<file path="src/rtl/a0_uart_logger.sv">
// a0_uart_logger: queues every change of a0 in a small FIFO and streams queued words MSB-byte-first on an 8N1 UART line.
module a0_uart_logger #(
    parameter int DATA_WIDTH   = 32,
    parameter int CLKS_PER_BIT = 16,
    parameter int FIFO_DEPTH   = 8
) (
    input  logic                                  clk,
    input  logic                                  rst,
    input  logic                                  en,
    input  logic [DATA_WIDTH-1:0]                 a0,
    output logic                                  tx,
    output logic                                  busy,
    output logic [$clog2(FIFO_DEPTH+1)-1:0]       fifo_count,
    output logic                                  overflow
);
    localparam int BYTES = DATA_WIDTH / 8;
    localparam int AW    = $clog2(FIFO_DEPTH);
    localparam int CW    = $clog2(FIFO_DEPTH + 1);
    localparam int BCW   = $clog2(CLKS_PER_BIT);
    localparam int YW    = (BYTES > 1) ? $clog2(BYTES) : 1;
    localparam logic [BCW-1:0] LAST_CLK  = BCW'(CLKS_PER_BIT - 1);
    localparam logic [YW-1:0]  LAST_BYTE = YW'(BYTES - 1);
    localparam logic [CW-1:0]  FULL      = CW'(FIFO_DEPTH);

    typedef enum logic [1:0] {IDLE, START, DATA, STOP} state_t;

    state_t                state_q, state_d;
    logic [DATA_WIDTH-1:0] prev_q, shift_q, shift_d;
    logic [DATA_WIDTH-1:0] mem_q [FIFO_DEPTH];
    logic [AW-1:0]         wr_q, wr_d, rd_q, rd_d;
    logic [CW-1:0]         cnt_q, cnt_d;
    logic [BCW-1:0]        clk_q, clk_d;
    logic [2:0]            bit_q, bit_d;
    logic [YW-1:0]         byte_q, byte_d;
    logic                  tx_q, tx_d, ovf_q, ovf_d;
    logic                  push_req, push, pop, bit_end;
    logic [7:0]            cur_byte;

    assign cur_byte = shift_q[DATA_WIDTH-1 -: 8];
    assign bit_end  = clk_q == LAST_CLK;

    always_comb begin
        state_d  = state_q;
        shift_d  = shift_q;
        bit_d    = bit_q;
        byte_d   = byte_q;
        tx_d     = tx_q;
        pop      = 1'b0;
        clk_d    = (state_q == IDLE || bit_end) ? '0 : clk_q + 1'b1;
        case (state_q)
            IDLE: begin
                tx_d = 1'b1;
                if (cnt_q != '0) begin
                    pop     = 1'b1;
                    shift_d = mem_q[rd_q];
                    byte_d  = '0;
                    state_d = START;
                    tx_d    = 1'b0;
                end
            end
            START: if (bit_end) begin
                bit_d   = '0;
                state_d = DATA;
                tx_d    = cur_byte[0];
            end
            DATA: if (bit_end) begin
                if (bit_q == 3'd7) begin
                    state_d = STOP;
                    tx_d    = 1'b1;
                end else begin
                    bit_d = bit_q + 3'd1;
                    tx_d  = cur_byte[bit_q + 3'd1];
                end
            end
            STOP: if (bit_end) begin
                // next byte of this word, else chain straight into the next queued word
                if (byte_q != LAST_BYTE) begin
                    byte_d  = byte_q + 1'b1;
                    shift_d = shift_q << 8;
                    state_d = START;
                    tx_d    = 1'b0;
                end else if (cnt_q != '0) begin
                    pop     = 1'b1;
                    shift_d = mem_q[rd_q];
                    byte_d  = '0;
                    state_d = START;
                    tx_d    = 1'b0;
                end else begin
                    state_d = IDLE;
                    tx_d    = 1'b1;
                end
            end
            default: state_d = IDLE;
        endcase
        push_req = en && (a0 != prev_q);
        push     = push_req && (cnt_q != FULL || pop);
        ovf_d    = ovf_q || (push_req && !push);
        cnt_d    = cnt_q + CW'(push) - CW'(pop);
        wr_d     = wr_q + AW'(push);
        rd_d     = rd_q + AW'(pop);
    end

    always_ff @(posedge clk or posedge rst) begin
        if (rst) begin
            state_q <= IDLE;
            prev_q  <= '0;
            shift_q <= '0;
            wr_q    <= '0;
            rd_q    <= '0;
            cnt_q   <= '0;
            clk_q   <= '0;
            bit_q   <= '0;
            byte_q  <= '0;
            tx_q    <= 1'b1;
            ovf_q   <= 1'b0;
        end else begin
            state_q <= state_d;
            prev_q  <= a0;
            shift_q <= shift_d;
            wr_q    <= wr_d;
            rd_q    <= rd_d;
            cnt_q   <= cnt_d;
            clk_q   <= clk_d;
            bit_q   <= bit_d;
            byte_q  <= byte_d;
            tx_q    <= tx_d;
            ovf_q   <= ovf_d;
        end
    end

    always_ff @(posedge clk) begin
        if (push) mem_q[wr_q] <= a0;
    end

    assign tx         = tx_q;
    assign busy       = (state_q != IDLE) || (cnt_q != '0);
    assign fifo_count = cnt_q;
    assign overflow   = ovf_q;
endmodule

</file>
<file path="config.mk">
export PLATFORM = sky130hd
export DESIGN_NAME = a0_uart_logger
export DESIGN_NICKNAME = d
export VERILOG_FILES = /design/src/rtl/a0_uart_logger.sv
export SDC_FILE = /design/constraint.sdc
export NUM_CORES = 1
export LEC_CHECK = 0
export BUFFER_PORTS_ARGS = -buffer_cell sky130_fd_sc_hd__buf_2
export CAP_MARGIN = 20
export CORE_UTILIZATION = 50
export CTS_BUF_LIST = sky130_fd_sc_hd__clkbuf_8
export DETAILED_ROUTE_END_ITERATION = 16
export PLACE_DENSITY = 0.66
export SLEW_MARGIN = 20
export SYNTH_ARGS = -nofsm -noshare
export SYNTH_HDL_FRONTEND = slang
export SYNTH_SLANG_ARGS = --single-unit
</file>
<file path="constraint.sdc">
create_clock -name clk -period 7 [get_ports clk]
set_clock_uncertainty 0.05 [all_clocks]
set_input_delay 0.35 -clock clk [delete_from_list [all_inputs] [get_ports clk]]
set_output_delay 0.35 -clock clk [all_outputs]
set_load 0.02 [all_outputs]
</file>
==> metrics, run 1 <==
Final Hold Viols 0; Lkg Pwr about 5.6 nW; Area Overhead vs Synth 15.21%; setup TNS 0 ns; drt first pass iters 10; Switch Pwr between 0.001 and 0.0015 W; WL/cell roughly 23 um; # setup viols final 0; fmax just under 0.3 GHz; drt initial violations roughly 540; CTS root buf clkbuf_8; Setup crit end kind register; Die Width ~170 um; Cells after Synth 704; Max Cap Viol 0; grt ovf 0; Clk Latency, worst-skew pair about 0.58 ns; top_reg_cell synth edfxtp_1; area leader, netlist edfxtp_1; post-DR vias/cell approximately 5.7; total power roughly 0.0047 W; placed cells between 1000 and 1500; Clock Path Buffers 3; area share of the largest cell type after synthesis between 50% and 60%; die area around 0.028 mm^2; fin cells approximately 1200; arrival time of the worst setup path 3.64 ns; VDD IR max roughly 0.27 mV; Clock Sinks 343; row count 59; Tot GR Track Use a little over 20%; number of flops mapped to enable cells by yosys around 260; via count 6835; largest net degree at the start of global routing 66; Power Dens Cells between 200 and 300 mW/mm^2; Worst Setup Start Kind register; Synth warnings 0; fillers 1949; syn nets between 700 and 800; synth top area cells edfxtp_1 57%, dfrtp_1 16%, mux4_2 11%, mux2i_1 2.4%, xor2_1 2.3%; crit path max fanout 22; Starting Density roughly 51%; Crit Path Category reg2reg; pre-CTS WS about 3.5 ns; fin. max-slew vios 0; I/O pin count 42; Final GP Congestion between 0.7 and 0.8; combinational fraction of design power approximately 11%; #FFs+latches synth about 340; CTS buffer count 53; synthesized area about 0.014 mm^2; commonest cells in the netlist 256 x edfxtp_1, 86 x dfrtp_1, 66 x mux4_2; switching portion of total power 25.12%; post-route cell area ~0.016 mm^2; drt total wl 27.25 mm; vias in the first global route 7364; status finished with violations; NumNets Final approximately 870; clock network fraction of total power between 30% and 40%; Distinct cells, synth 45; ANT nets after route 0; first-pass GRT wire length ~43 mm; failing checks design-rule violations; Required @ worst endpoint around 7.2 ns; Seq pwr share 54.7%; Worst-path clk slew roughly 0.070 ns; worst relative slew slack about a third; RSZ-0062 raised after global routing false; Post-synth ARST share about a quarter; Setup WS post-layout 3.535 ns; chip height ~170 um; CTS tree done; period utilization 49.51%; sequential area share after synthesis between 70% and 80%; worst slew pin tran approximately 1.0 ns; # H-tree levels 2; Post-CTS Setup Bufs 0; count leader, synth edfxtp_1; hpwl dp 15.95 mm; area of placed instances approximately 0.014 mm^2; Hold WC Path Type in2async; Pint 0.003492 W; Core Box Area 0.02628 mm^2; Final min period approximately 3.5 ns; initial antenna violation count 1; layout cells sized above 1 between 20% and 30%; Syn Area/Cell around 19 um^2; Post-route DRC 1; PortBufs 41
## state kept, by name (all words and copies together), names as in the netlist
| register | cells |
|---|---|
| prev_q | 32 |
| tx | 1 |
| overflow | 1 |
| byte_q | 2 |
| rd_q | 3 |
| wr_q | 3 |
| mem_q | 256 |
| state_q | 2 |
| bit_q | 3 |
| shift_q | 32 |
| fifo_count | 4 |
| clk_q | 4 |
## cells in the final DEF, fill, tap and decap left out, types with 3 or more instances in the layout
cell type / count
clkbuf_8: 62
nand4_1: 3
mux4_2: 66
a211oi_1: 27
nand2_1: 14
a21oi_1: 4
dfrtp_1: 83
clkinv_2: 7
dlygate4sd3_1: 33
clkinvlp_4: 4
a22o_1: 6
buf_4: 18
a21o_1: 26
xor2_1: 36
inv_1: 26
mux2i_1: 32
clkinv_1: 4
o21ai_0: 11
nand3_1: 3
nor2_1: 33
buf_2: 41
nor4_1: 8
mux2_2: 4
edfxtp_1: 256
ha_1: 18
nor2_4: 3
## per-layer routing
layer	global-route usage, %	share of wire (%)	vias up
met5	0	0	-
met4	6.723	2.1	0
met3	4.230	6.2	48
met2	32.96	48	173
met1	29.05	43	3559
li1	-	-	3055
## layout make-up
cell class / count / area (um^2) / area share, %
Tap cell: 335 / 419.2 / 2.690
Inverter: 7 / 28.78 / 0.1847
Clock inverter: 36 / 185.2 / 1.188
Antenna cell: 1 / 2.502 / 0.01606
Multi-Input combinational cell: 323 / 3551 / 22.79
Timing Repair Buffer: 92 / 670.6 / 4.304
Sequential cell: 343 / 9872 / 63.35
Clock buffer: 62 / 853.3 / 5.476
## power by group through the flow
stage | combinational [W] | clock (W) | sequential, W
detailed placement | 0.000513 | 0 | 0.00259
global route | 0.000561 | 0.00172 | 0.00257
floorplan | 0.000276 | 0 | 0.00259
global placement | 0.000497 | 0 | 0.00257
finish | 0.000518 | 0.00160 | 0.00255
CTS | 0.000530 | 0.00164 | 0.00255
## stage by stage
| stage | utilization, % | hold WS (ns) |
|---|---|---|
| finish | 59.29 | 0.2765 |
| global route | 59.29 | 0.2625 |
| CTS | 59.28 | 0.2318 |
| detailed placement | 54.08 | 0.3437 |
| global placement | 54.08 | 0.3244 |
| floorplan | - | 0.3314 |
## worst paths after layout
| path | end | from | cells past startpoint | slack [ns] |
|---|---|---|---|---|
| max | mem_q[5][18]$_DFFE_PP_ | clk_q[0]$_DFF_PP0_ | 7 | 3.53 |
| min | byte_q[1]$_DFFE_PP0P_ | rst | 3 | 0.28 |
| max reg2reg | mem_q[5][18]$_DFFE_PP_ | clk_q[0]$_DFF_PP0_ | 7 | 3.53 |
| min reg2reg | shift_q[12]$_DFFE_PP0P_ | shift_q[4]$_DFFE_PP0P_ | 1 | 0.42 |
| max in group asynchronous | rd_q[0]$_DFF_PP0_ | rst | 4 | 5.34 |
| min in group clk | overflow$_DFF_PP0_ | en | 3 | 0.28 |
## cells by family after synthesis
family,share of synthesized area (%)
AOI/OAI and AO/OA,4.931
xor gates and xnor gates,2.396
adders and majority gates,1.813
buffers and inverters,1.406
DFF,72.94
muxes,13.69
and+or+nand+nor,2.821
## repair_timing
item | 4_1_cts | 5_1_grt
hold buffers | 33 | 0
gates resized for setup | 0 | 0
hold endpoints to repair | 71 | 0
## critical path, stage by stage, from the launching register on
cell and delay, ns:
dfrtp_1 0.40, ha_1 0.28, and3_1 0.36, a31oi_4 0.14, o311ai_4 0.35, o211ai_4 0.26, nor4bb_4 0.78, buf_4 0.48
(Power assumes the default switching activity.)
==> inputs of run 2 (changes only) <==
--- a/config.mk
+++ b/config.mk
@@ -5,6 +5,7 @@
 export SDC_FILE = /design/constraint.sdc
 export NUM_CORES = 1
 export LEC_CHECK = 0
+export ABC_AREA = 1
 export BUFFER_PORTS_ARGS = -buffer_cell sky130_fd_sc_hd__buf_2
 export CAP_MARGIN = 20
 export CORE_UTILIZATION = 50
==> constraint.sdc (replaced) <==
create_clock -name clk -period 3.6 [get_ports clk]
set_clock_uncertainty 0.05 [all_clocks]
set_input_delay 0.18 -clock clk [delete_from_list [all_inputs] [get_ports clk]]
set_output_delay 0.18 -clock clk [all_outputs]
set_load 0.02 [all_outputs]
==> metrics, run 2 <==
worst relative slew slack a little over two fifths; Final Hold Viols 0; fin. max-slew vios 0; status completed; Lkg Pwr roughly 6.4 nW; met3 wire length 2.015 mm; Ant. Diodes 0; NumNets Final ~1400; CTS tree done; first-pass GRT wire length 49.23 mm; most frequent cells in the layout 321 x nand2_1, 256 x edfxtp_1, 187 x nand3_1; met1 WL approximately 14 mm; Post-route DRC 0; RSZ-0062 raised after global routing false; max reg flops 256; Area Overhead vs Synth 14.78%; Crit Path Category reg2reg; synthesized area about 0.014 mm^2; r2r setup slk roughly 0.80 ns; Setup crit end kind register; post-DR vias/cell between 5 and 6; setup TNS 0 ns; post-synthesis compound-gate area fraction about 4.0%; hpwl dp 19.30 mm; count leader, synth nand2_1; period utilization between 70% and 80%; initial antenna violation count 0; Biggest register mem_q; simple-gate area share of the yosys netlist 18.95%; Final GP Congestion ~0.80; Hold WC Path Type in2async; Core Box Area 0.02778 mm^2; syn nets between 1000 and 1500; number of flops mapped to enable cells by yosys between 200 and 300; CTS root buf clkbuf_8; row count between 60 and 70; Clock Sinks 343; R2R depth 9; Worst-path clk slew 0.06 ns; sequential area share after synthesis roughly 70%; arrival time of the worst setup path 2.97 ns; via count between 9000 and 10000; Clk Latency, worst-skew pair 0.60 ns; synth top area cells edfxtp_1 55%, dfrtp_1 15%, nand2_1 8.5%, nand3_1 6.6%, nor2_1 2.1%; Cells after Synth 1200; drt total wl ~31 mm; area share of the largest cell type after synthesis about 55%; drt initial violations 893; CTS buffer count between 50 and 60; Power Dens Cells around 560 mW/mm^2; worst reg2reg startpoint state_q[0]$_DFFE_PP0P_; die area just under 0.03 mm^2; CP Launch Point state_q[0]$_DFFE_PP0P_; Tot GR Track Use between 20% and 30%; post-synthesis xor/xnor area fraction approximately 1.9%; Final min period between 2 and 3 ns; Clock Path Buffers 3; fillers ~2300; total power 0.009131 W; post-synthesis adder-cell area fraction 1.739%; drt first pass iters 5; fraction of synthesized area in multiplexers 0%; top layer in use met4; Post-synth ARST share between 20% and 30%; # H-tree levels 2; largest family of logic cells by synthesized area simple AND/OR/NAND/NOR gates; fmax 0.3568 GHz; top_reg_cell synth edfxtp_1; WL/cell ~18 um; ANT nets after route 0; met2 wire len 13.87 mm; Die Width around 170 um; Synth warnings 0; commonest cells in the netlist 321 x nand2_1, 256 x edfxtp_1, 187 x nand3_1; #FFs+latches synth 343; Crit Reg-Reg Endpoint mem_q[3][31]$_DFFE_PP_; worst slew pin tran between 0.8 and 0.9 ns; crit path max fanout 32; Reg area just under 0.01 mm^2; commonest non-fill, non-tap cell in the layout nand2_1; footprint of the multi-input gates roughly 0.0038 mm^2; largest net degree at the start of global routing just under 80; PortBufs a little over 40; Starting Density ~51%; Distinct cells, synth 43; chip height 169.9 um; Required @ worst endpoint 3.76 ns; registers with the highest flip-flop counts mem_q (256), prev_q (32), shift_q (32); area leader, netlist edfxtp_1; vias in the first global route 8874; Worst Setup Start Kind register; # setup viols final 0; VDD IR max ~0.30 mV; Max Cap Viol 0; grt ovf 0; worst setup path endpoint mem_q[3][31]$_DFFE_PP_; layout cells sized above 1 between 10% and 20%; I/O pin count between 40 and 50; Syn Area/Cell ~12 um^2
==> run 2: cell types whose count changed after synthesis, sizes merged, moves of 32 or more <==
cell,delta
nand2,+312
nand3,+185
mux4,-66
nor2,+61
inv,+42
o22ai,+34
xor2,-33
mux2i,-32
==> run 2: worst max-delay path, stage by stage (launching register included) <==
cell	delay (ns)
dfrtp_1	0.42
inv_1	0.15
ha_1	0.23
inv_1	0.08
nand2_1	0.13
nand4_1	0.15
nand3_1	0.16
nand3_2	0.41
nor2_4	0.20
buf_4	0.44
==> run 2: area by class of cell <==
type,count,area share (%)
Clock buffer,65,5.528
Clock inverter,36,1.175
Inverter,49,1.191
Multi-Input combinational cell,752,23.51
Sequential cell,343,60.99
Tap cell,378,2.922
Timing Repair Buffer,99,4.685
==> run 2: through the flow <==
stage | hold WS, ns | cell area [um^2] | utilization, % | setup WS (ns) | cells
after detailed placement | 0.3768 | 14730 | 53.02 | 0.7928 | 1586
after CTS | 0.2819 | 16150 | 58.15 | 0.7803 | 1721
after floorplan | 0.1614 | 14100 | - | 0.3720 | 1200
after global placement | 0.3705 | 14730 | 53.02 | 0.9144 | 1586
after global routing | 0.2729 | 16180 | 58.26 | 0.5759 | 1722
final | 0.1810 | 16180 | 58.26 | 0.7972 | 1722
==> run 2: report_power, final <==
part	total [W]	switching, W	internal (W)
clock network	0.00321	0.00150	0.00171
registers	0.00493	0.000139	0.00479
logic	0.000996	0.000679	0.000317
==> run 2: layer usage <==
layer / global-route usage (%) / vias to the layer above
li1: - / 4353
met3: 3.558 / 50
met5: 0 / -
met4: 6.659 / 0
met2: 33.16 / 322
met1: 33.95 / 4474
==> run 2: cells by family (layout without fill, tap and decap cells) <==
family	Yosys count	count (layout)
simple gates	616	616
flops	343	343
buf+inv	105	249
compound gates	87	87
xor+xnor	30	30
fa+ha+maj	19	19
==> run 2: worst min-delay path by stage <==
stage | depth (start not counted) | start | end
6_report | 3 | rst | prev_q[4]$_DFF_PP0_
5_1_grt | 3 | rst | prev_q[4]$_DFF_PP0_
4_1_cts | 2 | a0[15] | prev_q[15]$_DFF_PP0_
3_5_place_dp | 1 | a0[28] | prev_q[28]$_DFF_PP0_
3_3_place_gp | 1 | a0[21] | prev_q[21]$_DFF_PP0_
2_1_floorplan | 0 | a0[0] | prev_q[0]$_DFF_PP0_
==> run 2: repair_timing <==
item                      CTS  global route
hold buffers               34             0
hold endpoints to repair  364             0
gates resized for setup     0             0
buffers inserted            0             0
